<file path="src/rtl/uart_periph.sv">
// -----------------------------------------------------------------------------
// uart_periph
//   UART-side responder of the core's MMIO link. Decodes core accesses to the
//   CTRL / RX / TX registers, serializes TX bytes as 8N1 onto tx_o, and
//   deserializes rx_i into a one-byte holding register with a valid flag.
//   TX and RX run independently, so tx_o can be looped back to rx_i.
//
// Parameters
//   CLK_FREQ   core clock in Hz
//   BAUD_RATE  line rate in baud (a uart_baud_rate_t value, e.g. 115_200)
//
// Ports
//   clk      in   1  core clock
//   rst_n    in   1  asynchronous active-low reset
//   ctrl_i   in   5  {en, we, load_signed, addr[1:0]}
//   send_i   in   8  write data from the core
//   recv_o   out  8  read data to the core, registered (1-cycle latency)
//   rx_i     in   1  serial input, asynchronous to clk
//   tx_o     out  1  serial output, idle high
//
// Register map (addr)
//   0 CTRL  read {6'b0, rx_valid, tx_ready}
//   1 RX    read rx_data, clears rx_valid
//   2 TX    write starts a frame when tx_ready=1, otherwise dropped
//   3       reads 8'h00
// -----------------------------------------------------------------------------
module uart_periph #(
  parameter int unsigned CLK_FREQ  = 100_000_000,
  parameter int unsigned BAUD_RATE = 115_200
) (
  input  logic       clk,
  input  logic       rst_n,
  input  logic [4:0] ctrl_i,
  input  logic [7:0] send_i,
  output logic [7:0] recv_o,
  input  logic       rx_i,
  output logic       tx_o
);

  localparam int unsigned CLKS_PER_BIT = CLK_FREQ / BAUD_RATE;
  localparam int unsigned CNT_W        = $clog2(CLKS_PER_BIT);
  localparam logic [CNT_W-1:0] BIT_LAST  = CNT_W'(CLKS_PER_BIT - 1);
  localparam logic [CNT_W-1:0] HALF_LAST = CNT_W'(CLKS_PER_BIT / 2 - 1);

  // Mid-bit sampling and the half-bit start check need a few clocks per bit.
  if (CLKS_PER_BIT < 4) begin : g_bad_baud
    $error("uart_periph: CLKS_PER_BIT=%0d must be at least 4", CLKS_PER_BIT);
  end

  typedef enum logic [1:0] {
    ADDR_CTRL = 2'd0,
    ADDR_RX   = 2'd1,
    ADDR_TX   = 2'd2,
    ADDR_NONE = 2'd3
  } uart_addr_t;

  typedef struct packed {
    logic       en;
    logic       we;
    logic       load_signed;
    uart_addr_t addr;
  } uart_ctrl_t;

  typedef struct packed {
    logic rx_valid;
    logic tx_ready;
  } uart_rv_ctrl_t;

  typedef enum logic [1:0] {
    ST_IDLE,
    ST_START,
    ST_DATA,
    ST_STOP
  } frame_state_t;

  // ---------------------------------------------------------------------------
  // Access decode
  // ---------------------------------------------------------------------------
  uart_ctrl_t ctrl;
  logic       rd_en;
  logic       rd_rx;
  logic       wr_tx;
  logic       tx_ready;
  logic       tx_start;
  logic       unused_load_signed;

  assign ctrl     = uart_ctrl_t'(ctrl_i);
  assign rd_en    = ctrl.en && !ctrl.we;
  assign rd_rx    = rd_en && (ctrl.addr == ADDR_RX);
  assign wr_tx    = ctrl.en && ctrl.we && (ctrl.addr == ADDR_TX);
  assign tx_start = wr_tx && tx_ready;
  // The core performs sign extension itself.
  assign unused_load_signed = ctrl.load_signed;

  // ---------------------------------------------------------------------------
  // TX: state register / next-state / output
  // ---------------------------------------------------------------------------
  frame_state_t     tx_state_q, tx_state_d;
  logic [CNT_W-1:0] tx_cnt_q, tx_cnt_d;
  logic [2:0]       tx_idx_q, tx_idx_d;
  logic [7:0]       tx_byte_q, tx_byte_d;
  logic             tx_q, tx_d;
  logic             tx_bit_end;

  // NOTE: flops use non-blocking (<=) so every register sees pre-edge values.
  always_ff @(posedge clk or negedge rst_n) begin
    if (!rst_n) begin
      tx_state_q <= ST_IDLE;
      tx_cnt_q   <= '0;
      tx_idx_q   <= '0;
      tx_byte_q  <= '0;
      tx_q       <= 1'b1;
    end else begin
      tx_state_q <= tx_state_d;
      tx_cnt_q   <= tx_cnt_d;
      tx_idx_q   <= tx_idx_d;
      tx_byte_q  <= tx_byte_d;
      tx_q       <= tx_d;
    end
  end

  assign tx_bit_end = (tx_cnt_q == BIT_LAST);
  assign tx_ready   = (tx_state_q == ST_IDLE);

  // NOTE: each combinational output is defaulted first, so no path infers a latch.
  always_comb begin
    tx_state_d = tx_state_q;
    tx_idx_d   = tx_idx_q;
    tx_byte_d  = tx_byte_q;
    tx_cnt_d   = (tx_state_q == ST_IDLE || tx_bit_end) ? '0 : tx_cnt_q + 1'b1;
    unique case (tx_state_q)
      ST_IDLE: begin
        if (tx_start) begin
          tx_state_d = ST_START;
          tx_byte_d  = send_i;
        end
      end
      ST_START: begin
        if (tx_bit_end) begin
          tx_state_d = ST_DATA;
          tx_idx_d   = '0;
        end
      end
      ST_DATA: begin
        if (tx_bit_end) begin
          if (tx_idx_q == 3'd7) tx_state_d = ST_STOP;
          else                  tx_idx_d   = tx_idx_q + 1'b1;
        end
      end
      ST_STOP: begin
        if (tx_bit_end) tx_state_d = ST_IDLE;
      end
      default: tx_state_d = ST_IDLE;
    endcase
  end

  // Line level is decoded from the next state so the pin comes straight off a flop.
  always_comb begin
    tx_d = 1'b1;
    unique case (tx_state_d)
      ST_START: tx_d = 1'b0;
      ST_DATA:  tx_d = tx_byte_d[tx_idx_d];
      default:  tx_d = 1'b1;
    endcase
  end

  assign tx_o = tx_q;

  // ---------------------------------------------------------------------------
  // RX: synchronizer, then state register / next-state / output
  // ---------------------------------------------------------------------------
  logic rx_meta_q;
  logic rx_s_q;

  // Two flops resolve metastability on the asynchronous line; idle level is 1.
  always_ff @(posedge clk or negedge rst_n) begin
    if (!rst_n) begin
      rx_meta_q <= 1'b1;
      rx_s_q    <= 1'b1;
    end else begin
      rx_meta_q <= rx_i;
      rx_s_q    <= rx_meta_q;
    end
  end

  frame_state_t     rx_state_q, rx_state_d;
  logic [CNT_W-1:0] rx_cnt_q, rx_cnt_d;
  logic [2:0]       rx_idx_q, rx_idx_d;
  logic [7:0]       rx_shift_q, rx_shift_d;
  logic             rx_bit_end;
  logic             rx_done;

  always_ff @(posedge clk or negedge rst_n) begin
    if (!rst_n) begin
      rx_state_q <= ST_IDLE;
      rx_cnt_q   <= '0;
      rx_idx_q   <= '0;
      rx_shift_q <= '0;
    end else begin
      rx_state_q <= rx_state_d;
      rx_cnt_q   <= rx_cnt_d;
      rx_idx_q   <= rx_idx_d;
      rx_shift_q <= rx_shift_d;
    end
  end

  assign rx_bit_end = (rx_cnt_q == BIT_LAST);

  always_comb begin
    rx_state_d = rx_state_q;
    rx_cnt_d   = rx_cnt_q + 1'b1;
    rx_idx_d   = rx_idx_q;
    rx_shift_d = rx_shift_q;
    unique case (rx_state_q)
      ST_IDLE: begin
        rx_cnt_d = '0;
        if (!rx_s_q) rx_state_d = ST_START;
      end
      ST_START: begin
        // Half a bit in: still low means a real start bit, else a glitch.
        if (rx_cnt_q == HALF_LAST) begin
          rx_cnt_d   = '0;
          rx_idx_d   = '0;
          rx_state_d = rx_s_q ? ST_IDLE : ST_DATA;
        end
      end
      ST_DATA: begin
        if (rx_bit_end) begin
          rx_cnt_d   = '0;
          rx_shift_d = {rx_s_q, rx_shift_q[7:1]};
          if (rx_idx_q == 3'd7) rx_state_d = ST_STOP;
          else                  rx_idx_d   = rx_idx_q + 1'b1;
        end
      end
      ST_STOP: begin
        if (rx_bit_end) begin
          rx_cnt_d   = '0;
          rx_state_d = ST_IDLE;
        end
      end
      default: rx_state_d = ST_IDLE;
    endcase
  end

  // A byte is delivered only when the stop bit samples high; framing errors vanish.
  always_comb begin
    rx_done = (rx_state_q == ST_STOP) && rx_bit_end && rx_s_q;
  end

  // ---------------------------------------------------------------------------
  // Holding register and read data
  // ---------------------------------------------------------------------------
  logic [7:0]    rx_data_q;
  logic          rx_valid_q;
  logic [7:0]    recv_q, recv_d;
  uart_rv_ctrl_t rv;

  assign rv = '{rx_valid: rx_valid_q, tx_ready: tx_ready};

  // Completion beats a coincident RX read: the read returns the old byte and
  // the flag stays set for the new one. Overrun simply overwrites.
  always_ff @(posedge clk or negedge rst_n) begin
    if (!rst_n) begin
      rx_data_q  <= '0;
      rx_valid_q <= 1'b0;
    end else if (rx_done) begin
      rx_data_q  <= rx_shift_q;
      rx_valid_q <= 1'b1;
    end else if (rd_rx) begin
      rx_valid_q <= 1'b0;
    end
  end

  always_comb begin
    recv_d = recv_q;
    if (rd_en) begin
      unique case (ctrl.addr)
        ADDR_CTRL: recv_d = {6'b0, rv};
        ADDR_RX:   recv_d = rx_data_q;
        default:   recv_d = 8'h00;
      endcase
    end
  end

  always_ff @(posedge clk or negedge rst_n) begin
    if (!rst_n) recv_q <= '0;
    else        recv_q <= recv_d;
  end

  assign recv_o = recv_q;

endmodule

</file>
<file path="config.mk">
export PLATFORM = sky130hd
export DESIGN_NAME = uart_periph
export DESIGN_NICKNAME = d
export VERILOG_FILES = /design/src/rtl/uart_periph.sv
export SDC_FILE = /design/constraint.sdc
export NUM_CORES = 1
export LEC_CHECK = 0
export CAP_MARGIN = 15
export CELL_PAD_IN_SITES_DETAIL_PLACEMENT = 0
export CELL_PAD_IN_SITES_GLOBAL_PLACEMENT = 1
export CORE_UTILIZATION = 52
export CTS_BUF_LIST = sky130_fd_sc_hd__clkbuf_8
export CTS_CLUSTER_DIAMETER = 120
export DETAILED_ROUTE_END_ITERATION = 16
export PLACE_DENSITY = 0.9
export SLEW_MARGIN = 20
export SYNTH_ARGS = -nofsm -noshare
export SYNTH_HDL_FRONTEND = slang
export SYNTH_SLANG_ARGS = --single-unit
</file>
<file path="constraint.sdc">
create_clock -name clk -period 3.92 [get_ports clk]
set_input_delay 1.176 -clock clk [delete_from_list [all_inputs] [get_ports clk]]
set_output_delay 1.176 -clock clk [all_outputs]
set_load 0.02 [all_outputs]
</file>
==> impl_metrics.env, run 1 <==
export IMPL_core_area_um2=5540
export IMPL_dp_slack_ns=0.3702
export IMPL_vias=1990
export IMPL_finalSetupViolations=0
export IMPL_skew_ns=0.01239
export IMPL_worst_path_buf_inv=1
export IMPL_antenna_left=0
export IMPL_seq_power_share=0.488
export IMPL_ys_async_sr_fraction=1.000
export IMPL_switchingPower_mw=0.4148
export IMPL_placed_cells=353
export IMPL_drv_slew=0
export IMPL_layout_drive_gt1_share=0.1515
export IMPL_vias_per_cell=5.393
export IMPL_hold_violations=0
export IMPL_combPwrFrac=0.126
export IMPL_end_kind="flip-flop"
export IMPL_h_tree_depth=3
export IMPL_p_total_mw=1.542
export IMPL_yosys_register_bits=66
export IMPL_fp_row_count=27
export IMPL_cp_start_kind="input pin"
export IMPL_synth_yosys_warnings=0
export IMPL_power_leakage_nw=1.625
export IMPL_synth_nets=287
export IMPL_path_class="input pin to flip-flop"
export IMPL_ys_flop_type="dfrtp_1"
export IMPL_grt_setup_unrepaired="false"
export IMPL_clockRootBuffer="clkbuf_8"
export IMPL_synth_area_um2=3020
export IMPL_numClockSinks=66
export IMPL_stdcell_count=369
export IMPL_fin_tns_setup_ns=0
export IMPL_start_util=0.5452
export IMPL_die_area_um2=6118
export IMPL_cts_tree="built"
export IMPL_hp_class="flip-flop to flip-flop"
export IMPL_hpwlAfterDp_mm=3.674
export IMPL_cap_viol_max_count=0
export IMPL_clk_latency_ns=0.34
export IMPL_cts_resized_gates=0
export IMPL_ios=25
export IMPL_cts_hold_buffers=0
export IMPL_clkTransAtPathRegs_ns=0.08
export IMPL_numCtsBuffers=9
export IMPL_syn_to_final_growth_pct=17.15
export IMPL_grt_usage=0.1989
export IMPL_firstDrtPassIters=6
export IMPL_die_h_um=78.22
export IMPL_power_density_nw_per_um2=435.9
export IMPL_cts_buffer_depth=2
export IMPL_utilization=0.6387
export IMPL_dpl_cell_area_um2=3332
export IMPL_finalCritPeriodShare=0.8112
export IMPL_synth_cell_type_count=47
export IMPL_worst_slew_pin_slew_ns=0.7734
export IMPL_gr_total_overflow=0
export IMPL_layout_commonest_cell="dfrtp_1"
export IMPL_wire_per_inst_um=14.33
export IMPL_fmax_ghz=0.3145
export IMPL_fin_crit_ns=3.180
export IMPL_crit_arrival_ns=3.45
export IMPL_yosysSeqAreaShare=0.5481
export IMPL_final_area_um2=3538
export IMPL_clkPwrFrac=0.386
export IMPL_die_width_um=78.22
export IMPL_antenna_cells=0
export IMPL_crit_chain="clkdlybuf4s50_1, nor2b_1, nand4_1, mux2_2, or2_0, a311o_1, o31a_1"
export IMPL_synthCells=260
export IMPL_swShare=0.2689
export IMPL_hp_start="rx_meta_q$_DFF_PN1_"
export IMPL_whs_ns=0.3590
export IMPL_final_cell_mix="dfrtp_1, nor2_1, clkdlybuf4s50_1"
export IMPL_grt_max_degree=33
export IMPL_wl_mm=5.287
export IMPL_critPathLaunch="ctrl_i[0]"
export IMPL_first_iter_violations=97
export IMPL_antenna_found_initial=0
export IMPL_portBuffers=23
export IMPL_rr_endpoint="tx_o$_DFF_PN1_"
export IMPL_maxSlewHeadroom=0.4844
export IMPL_final_nets=319
export IMPL_r2r_start="tx_cnt_q[0]$_DFF_PN0_"
export IMPL_crit_slowest_cell="clkdlybuf4s50_1"
export IMPL_cp_max_fo=9
export IMPL_layout_setup_ws_ns=0.7400
export IMPL_grt_pass1_vias=2106
export IMPL_crit_required_ns=4.19
export IMPL_synth_edf_count=0
export IMPL_critPathMaxStageDelay_ns=0.51
export IMPL_cp_depth=7
export IMPL_place_congestion=0.7651
export IMPL_avgSynthCellArea_um2=11.62
export IMPL_grt_pass1_wl_mm=9.273
export IMPL_rrSetupSlack_ns=1.42
export IMPL_r2r_cells=8
export IMPL_vdd_drop_max_mv=0.2588
export IMPL_crit_family="simple AND/OR/NAND/NOR gates"
export IMPL_status="finished, final reports clean"
export IMPL_crit_end="tx_o$_DFF_PN1_"
export IMPL_internal_power_mw=1.128
export IMPL_drc=0
export IMPL_post_cts_buffers=0
## final cells by class
type / count / area [µm²]
Fill cell: 446 / 2002
Sequential cell: 66 / 1655
Clock inverter: 7 / 82.58
Clock buffer: 9 / 123.9
Timing Repair Buffer: 26 / 247.7
Multi-Input combinational cell: 175 / 1286
Tap cell: 72 / 90.09
Inverter: 14 / 52.55
## registers in the layout (all words and copies together), names as in the netlist, named ones only
register / flops
tx_state_q: 2
rx_s_q: 1
tx_byte_q: 8
rx_data_q: 8
tx_o: 1
rx_idx_q: 3
tx_cnt_q: 10
rx_shift_q: 8
rx_valid_q: 1
recv_o: 8
rx_meta_q: 1
rx_cnt_q: 10
tx_idx_q: 3
rx_state_q: 1
## routing by layer
layer,GRT usage,up-vias,part of all wire
met5,0,-,0
met4,0.1037,0,0.020
met3,0.03953,9,0.031
met2,0.3254,31,0.48
met1,0.2504,975,0.47
li1,-,975,-
## Yosys cell counts, types with 2 or more instances
master / instances / share of area
dfrtp_1: 63 / 0.52
nor2_1: 26 / 0.032
nand2_1: 19 / 0.024
mux2_2: 17 / 0.063
inv_1: 14 / 0.017
ha_1: 11 / 0.046
nand3_1: 8 / 0.013
xor2_1: 8 / 0.023
mux2_1: 7 / 0.026
nand4_1: 7 / 0.014
a22o_1: 6 / 0.017
mux2i_1: 6 / 0.020
xnor2_1: 6 / 0.017
a21oi_1: 5 / 0.0083
o21ai_0: 5 / 0.0083
clkbuf_1: 4 / 0.0050
nand2b_1: 4 / 0.0083
nor3_1: 4 / 0.0066
and3_1: 3 / 0.0062
dfstp_2: 3 / 0.026
o21ai_1: 3 / 0.0050
a22oi_1: 2 / 0.0050
nor3b_1: 2 / 0.0050
nor4bb_1: 2 / 0.0066
o22ai_1: 2 / 0.0041
o31ai_1: 2 / 0.0050
## power by group through the flow
stage	Sequential [mW]	Combinational, mW	Clock, mW
2_1_floorplan	0.770	0.119	0
3_3_place_gp	0.765	0.190	0
3_5_place_dp	0.768	0.196	0
4_1_cts	0.754	0.197	0.609
5_1_grt	0.760	0.217	0.634
6_report	0.753	0.194	0.595
## worst min path at each step
stage,endpoint,cells past startpoint
global placement,rx_s_q$_DFF_PN1_,0
floorplan,rx_s_q$_DFF_PN1_,0
finish,rx_s_q$_DFF_PN1_,0
detailed placement,rx_s_q$_DFF_PN1_,0
CTS,rx_s_q$_DFF_PN1_,0
global route,rx_s_q$_DFF_PN1_,0
## logic make-up after synthesis
group | share of synthesized area
xor+xnor | 0.04060
flops | 0.5481
fa+ha+maj | 0.04557
compound gates | 0.07539
simple gates | 0.1549
mux | 0.1094
buf+inv | 0.02610
Note: power is estimated with default switching activity, not from simulation.
==> inputs of run 2 (changes only) <==
Settings changed: CORE_UTILIZATION 52 to 44, PLACE_DENSITY 0.9 to 0.81.
Clock period 3.92 ns to 2.7 ns, I/O delays scaled along.
==> run 2 against run 1 <==
  * The flow now finishes with violations (DRC)
  * Count of clock-buffer cells in the layout grew 2
  * Via count is 0.75% higher
  * Power is 45% higher
  * Sequential power increased by 46%
  * Utilization is 7.9 points lower
  * Sequential share of layout area fell by 1.2 points
  * Combinational power increased by 51%
  * Critical endpoint unchanged
==> impl_metrics.env, run 2 (same netlist as run 1, synthesis figures left out) <==
export IMPL_cp_max_fo=4
export IMPL_start_util=0.4650
export IMPL_grt_max_degree=29
export IMPL_finalSetupViolations=0
export IMPL_crit_family="simple AND/OR/NAND/NOR gates"
export IMPL_maxSlewHeadroom=0.6127
export IMPL_die_h_um=84.85
export IMPL_ios=25
export IMPL_firstDrtPassIters=12
export IMPL_final_cell_mix="dfrtp_1, nor2_1, clkdlybuf4s50_1"
export IMPL_switchingPower_mw=0.5488
export IMPL_cp_start_kind="input pin"
export IMPL_drc=3
export IMPL_finalCritPeriodShare=0.9017
export IMPL_hp_class="flip-flop to flip-flop"
export IMPL_reg_top3="rx_cnt_q: 10 flops, tx_cnt_q: 10 flops"
export IMPL_antenna_found_initial=0
export IMPL_syn_to_final_growth_pct=20.26
export IMPL_h_tree_depth=3
export IMPL_die_width_um=84.85
export IMPL_hpwlAfterDp_mm=3.737
export IMPL_place_congestion=0.8166
export IMPL_combPwrFrac=0.132
export IMPL_fmax_ghz=0.4108
export IMPL_fp_row_count=29
export IMPL_numCtsBuffers=9
export IMPL_stdcell_count=384
export IMPL_final_area_um2=3632
export IMPL_antenna_left=0
export IMPL_fin_crit_ns=2.435
export IMPL_post_cts_buffers=0
export IMPL_core_area_um2=6495
export IMPL_end_kind="flip-flop"
export IMPL_layout_commonest_cell="dfrtp_1"
export IMPL_final_nets=329
export IMPL_crit_required_ns=2.97
export IMPL_swShare=0.2460
export IMPL_rrSetupSlack_ns=0.32
export IMPL_power_leakage_nw=1.687
export IMPL_clk_latency_ns=0.33
export IMPL_vias_per_cell=5.221
export IMPL_wire_per_inst_um=13.67
export IMPL_placed_cells=368
export IMPL_worst_path_buf_inv=1
export IMPL_cts_hold_buffers=0
export IMPL_wl_mm=5.249
export IMPL_die_area_um2=7200
export IMPL_grt_pass1_wl_mm=9.349
export IMPL_numClockSinks=66
export IMPL_clockRootBuffer="clkbuf_8"
export IMPL_cts_tree="built"
export IMPL_grt_setup_unrepaired="false"
export IMPL_grt_usage=0.1688
export IMPL_critPathMaxStageDelay_ns=0.47
export IMPL_cts_resized_gates=0
export IMPL_worstHoldPathCells=0
export IMPL_worst_slew_pin_slew_ns=0.5809
export IMPL_clkTransAtPathRegs_ns=0.07
export IMPL_clkPwrFrac=0.377
export IMPL_cp_depth=7
export IMPL_drv_slew=0
export IMPL_r2r_cells=8
export IMPL_internal_power_mw=1.683
export IMPL_power_density_nw_per_um2=614.3
export IMPL_crit_slowest_cell="clkdlybuf4s50_1"
export IMPL_cap_viol_max_count=0
export IMPL_gr_total_overflow=0
export IMPL_dpl_cell_area_um2=3426
export IMPL_vias=2005
export IMPL_layout_drive_gt1_share=0.1759
export IMPL_violations="DRC"
export IMPL_portBuffers=23
export IMPL_antenna_cells=0
export IMPL_first_iter_violations=79
export IMPL_vdd_drop_max_mv=0.3344
export IMPL_cts_buffer_depth=2
export IMPL_status="finished, violations left"
export IMPL_hold_violations=0
export IMPL_seq_power_share=0.492
export IMPL_crit_chain="clkdlybuf4s50_1, nor2b_1, nand4_1, mux2_2, or2_0, a311o_1, o31a_1"
export IMPL_crit_arrival_ns=2.70
export IMPL_grt_pass1_vias=1985
export IMPL_path_class="input pin to flip-flop"
export IMPL_skew_ns=0.008452
## run 2: final cells by class
cell class / instances / area [µm²]
Clock buffer: 11 / 151.4
Clock inverter: 5 / 55.05
Fill cell: 555 / 2863
Inverter: 14 / 52.55
Multi-Input combinational cell: 175 / 1286
Sequential cell: 66 / 1655
Tap cell: 77 / 96.34
Timing Repair Buffer: 36 / 335.3
## run 2: through the flow
stage / hold slack (ns) / power [mW] / setup TNS [ns] / util / setup WS, ns
floorplan: 0.3452 / 1.291 / 0 / - / 0.2967
global placement: 0.3457 / 1.407 / -0.08126 / 0.5275 / -0.08126
detailed placement: 0.3472 / 1.418 / -0.1004 / 0.5275 / -0.1004
CTS: 0.3585 / 2.268 / 0 / 0.5592 / 0.2502
global route: 0.3599 / 2.345 / 0 / 0.5592 / 0.1422
finish: 0.3583 / 2.231 / 0 / 0.5592 / 0.2655
## run 2: path summary, 6_finish.rpt
kind,startpoint,to
setup / recovery,ctrl_i[3],tx_o$_DFF_PN1_
hold / removal,rx_meta_q$_DFF_PN1_,rx_s_q$_DFF_PN1_
setup reg to reg,tx_cnt_q[0]$_DFF_PN0_,tx_o$_DFF_PN1_
hold reg to reg,rx_meta_q$_DFF_PN1_,rx_s_q$_DFF_PN1_
max in group asynchronous,rst_n,rx_s_q$_DFF_PN1_
min in group asynchronous,rst_n,rx_cnt_q[2]$_DFF_PN0_
## run 2: power groups by stage
stage,clock network [mW],logic (mW),registers [mW]
final,0.840,0.293,1.10
after global routing,0.906,0.333,1.11
after CTS,0.868,0.301,1.10
after detailed placement,0,0.300,1.12
after global placement,0,0.294,1.11
after floorplan,0,0.173,1.12
## run 2: routing by layer
metal,track usage,share of wire
met5,0,0
met4,0.07242,0.011
met3,0.04961,0.038
met2,0.2639,0.48
met1,0.2209,0.47
==> edit, RTL diff (settings of run 2) <==
Reset style: synchronous (`rst_n`), changed in 5 clocked blocks. Comments in the files are not updated.
--- a/src/rtl/uart_periph.sv
+++ b/src/rtl/uart_periph.sv
@@ -105,3 +105,3 @@
   // NOTE: flops use non-blocking (<=) so every register sees pre-edge values.
-  always_ff @(posedge clk or negedge rst_n) begin
+  always_ff @(posedge clk) begin
     if (!rst_n) begin
@@ -175,3 +175,3 @@
   // Two flops resolve metastability on the asynchronous line; idle level is 1.
-  always_ff @(posedge clk or negedge rst_n) begin
+  always_ff @(posedge clk) begin
     if (!rst_n) begin
@@ -192,3 +192,3 @@
 
-  always_ff @(posedge clk or negedge rst_n) begin
+  always_ff @(posedge clk) begin
     if (!rst_n) begin
@@ -261,3 +261,3 @@
   // the flag stays set for the new one. Overrun simply overwrites.
-  always_ff @(posedge clk or negedge rst_n) begin
+  always_ff @(posedge clk) begin
     if (!rst_n) begin
@@ -284,3 +284,3 @@
 
-  always_ff @(posedge clk or negedge rst_n) begin
+  always_ff @(posedge clk) begin
     if (!rst_n) recv_q <= '0;
Check against the original RTL: differs if rst_n is asserted again (counterexample within 4 cycles, from zero or initial values and one cycle with rst_n low); with rst_n held inactive, the same outputs for 10 cycles.
==> edit against run 2 <==
The run still ends with design-rule violations left; synthesized area decreased by 1.6%; count of clock-buffer cells in the layout down 2; die area is 1.5% lower; worst setup slack better by 0.0026 ns; via count grew 18%; routed wire length is 8.6% higher; cell area decreased by 3.1%; clock skew rose by 0.0032 ns; global-route usage rose by 0.67 points; critical endpoint is now tx_o; sequential cell count unchanged; critical path type is now reg -> reg.
Power is not compared: it rests on default switching activity, and its combinational part moved more than twofold at a synthesized area within 25%.
==> edit: results (changes against run 2) <==
<table>
<tr><th>Metric</th><th>Value</th></tr>
<tr><th colspan="2">Run status</th></tr>
<tr><td>Outcome</td><td>complete, but fails checks (unchanged)</td></tr>
<tr><td>Violations in the final reports</td><td>design-rule violations (unchanged)</td></tr>
<tr><th colspan="2">Yosys</th></tr>
<tr><td>Synthesized netlist net count</td><td>364 (was 287)</td></tr>
<tr><td>Synth cell types</td><td>49 (was 47)</td></tr>
<tr><td>Gate count after technology mapping</td><td>337 (was 260)</td></tr>
<tr><td>Most common library cells after synthesis</td><td>sky130_fd_sc_hd__dfxtp_1 (66), sky130_fd_sc_hd__nor2_1 (50), sky130_fd_sc_hd__nand2_1 (43) (was sky130_fd_sc_hd__dfrtp_1 (63), sky130_fd_sc_hd__nor2_1 (26), sky130_fd_sc_hd__nand2_1 (19))</td></tr>
<tr><td>Async SR Flop Fraction</td><td>0 (was 1.00)</td></tr>
<tr><th colspan="2">Timing</th></tr>
<tr><td>Largest clock skew in the final design</td><td>0.0116 ns (was 0.00845 ns)</td></tr>
<tr><th colspan="2">Final layout</th></tr>
<tr><td>Buffer share of cell area</td><td>0.0846 (was 0.0923)</td></tr>
<tr><td>Inverters excl. clock</td><td>10 (was 14)</td></tr>
<tr><td>Final core utilization</td><td>0.548 (was 0.559)</td></tr>
<tr><td>Clock network area share</td><td>0.0590 (was 0.0568)</td></tr>
<tr><td>Net count reported at finish</td><td>394 (was 329)</td></tr>
<tr><td>Multi-input gates</td><td>248 (was 175)</td></tr>
<tr><td>Area taken by flip-flops and latches</td><td>1320 um2 (was 1660 um2)</td></tr>
<tr><th colspan="2">Detailed routing</th></tr>
<tr><td>Wire length on met1</td><td>2780 um (was 2490 um)</td></tr>
<tr><td>Per-cell via count in the routed design</td><td>5.26 (was 5.22)</td></tr>
<tr><td>First-pass detailed-route iteration total</td><td>10 (was 12)</td></tr>
<tr><td>DRT iter0 DRCs</td><td>114 (was 79)</td></tr>
<tr><td>Drc violations</td><td>2 (was 3)</td></tr>
<tr><th colspan="2">Floorplanning</th></tr>
<tr><td>Total die area</td><td>7090 um2 (was 7200 um2)</td></tr>
<tr><th colspan="2">Min path</th></tr>
<tr><td>Min-delay src</td><td>rx_meta_q (unchanged)</td></tr>
<tr><th colspan="2">Global route</th></tr>
<tr><td>Grt met1 use</td><td>0.207 (was 0.221)</td></tr>
<tr><td>Via count of the first global-routing pass</td><td>2277 (was 1985)</td></tr>
<tr><th colspan="2">Clock network</th></tr>
<tr><td>Clock slew at reported path FFs</td><td>0.09 ns (was 0.07 ns)</td></tr>
<tr><td>Clock insertion delay at the later pin of the skew report</td><td>0.35 ns (was 0.33 ns)</td></tr>
<tr><th colspan="2">Critical path</th></tr>
<tr><td>Largest fanout on the critical path</td><td>6 (was 4)</td></tr>
</table>
edit: changes by cell type in the layout (fill, tap and decap cells not counted), moves of 5 or more:
cell,run 2,this run
sky130_fd_sc_hd__nand2_1,19,43
sky130_fd_sc_hd__mux2_1,7,0
sky130_fd_sc_hd__mux2_2,17,0
sky130_fd_sc_hd__a22oi_1,2,9
sky130_fd_sc_hd__mux2i_1,6,15
sky130_fd_sc_hd__nor2_1,26,50
sky130_fd_sc_hd__a22o_1,6,1
sky130_fd_sc_hd__dfxtp_1,0,66
sky130_fd_sc_hd__a21oi_1,5,23
sky130_fd_sc_hd__dfrtp_1,63,0
sky130_fd_sc_hd__inv_1,15,10
sky130_fd_sc_hd__and2_1,0,5
edit: critical path, stage by stage, from the launching register on:
cell and delay (ns):
sky130_fd_sc_hd__dfxtp_1 0.38, sky130_fd_sc_hd__ha_1 0.28, sky130_fd_sc_hd__and4bb_4 0.31, sky130_fd_sc_hd__a41oi_1 0.24, sky130_fd_sc_hd__o31ai_4 0.37, sky130_fd_sc_hd__nand2_2 0.16, sky130_fd_sc_hd__a211oi_1 0.28, sky130_fd_sc_hd__a211oi_1 0.07
sky130_fd_sc_hd__o31a_1 0.24
edit: final timing paths:
check	end	slack (ns)	cells past startpoint
worst min-delay path	rx_s_q	0.42	1
worst max-delay path	tx_o	0.27	8
worst min register to register	rx_s_q	0.42	1
worst max register to register	tx_o	0.27	8
edit: kinds of logic (layout without fill, tap and decap cells):
logic type      Yosys count  in the layout  share of synthesized area
simple gates            146            146                      0.244
flops                    66             66                      0.444
compound gates           60             60                      0.137
buf+inv                  23             58                     0.0307
xor+xnor                 16             16                     0.0471
mux                      15             15                     0.0505
fa+ha+maj                11             11                     0.0463
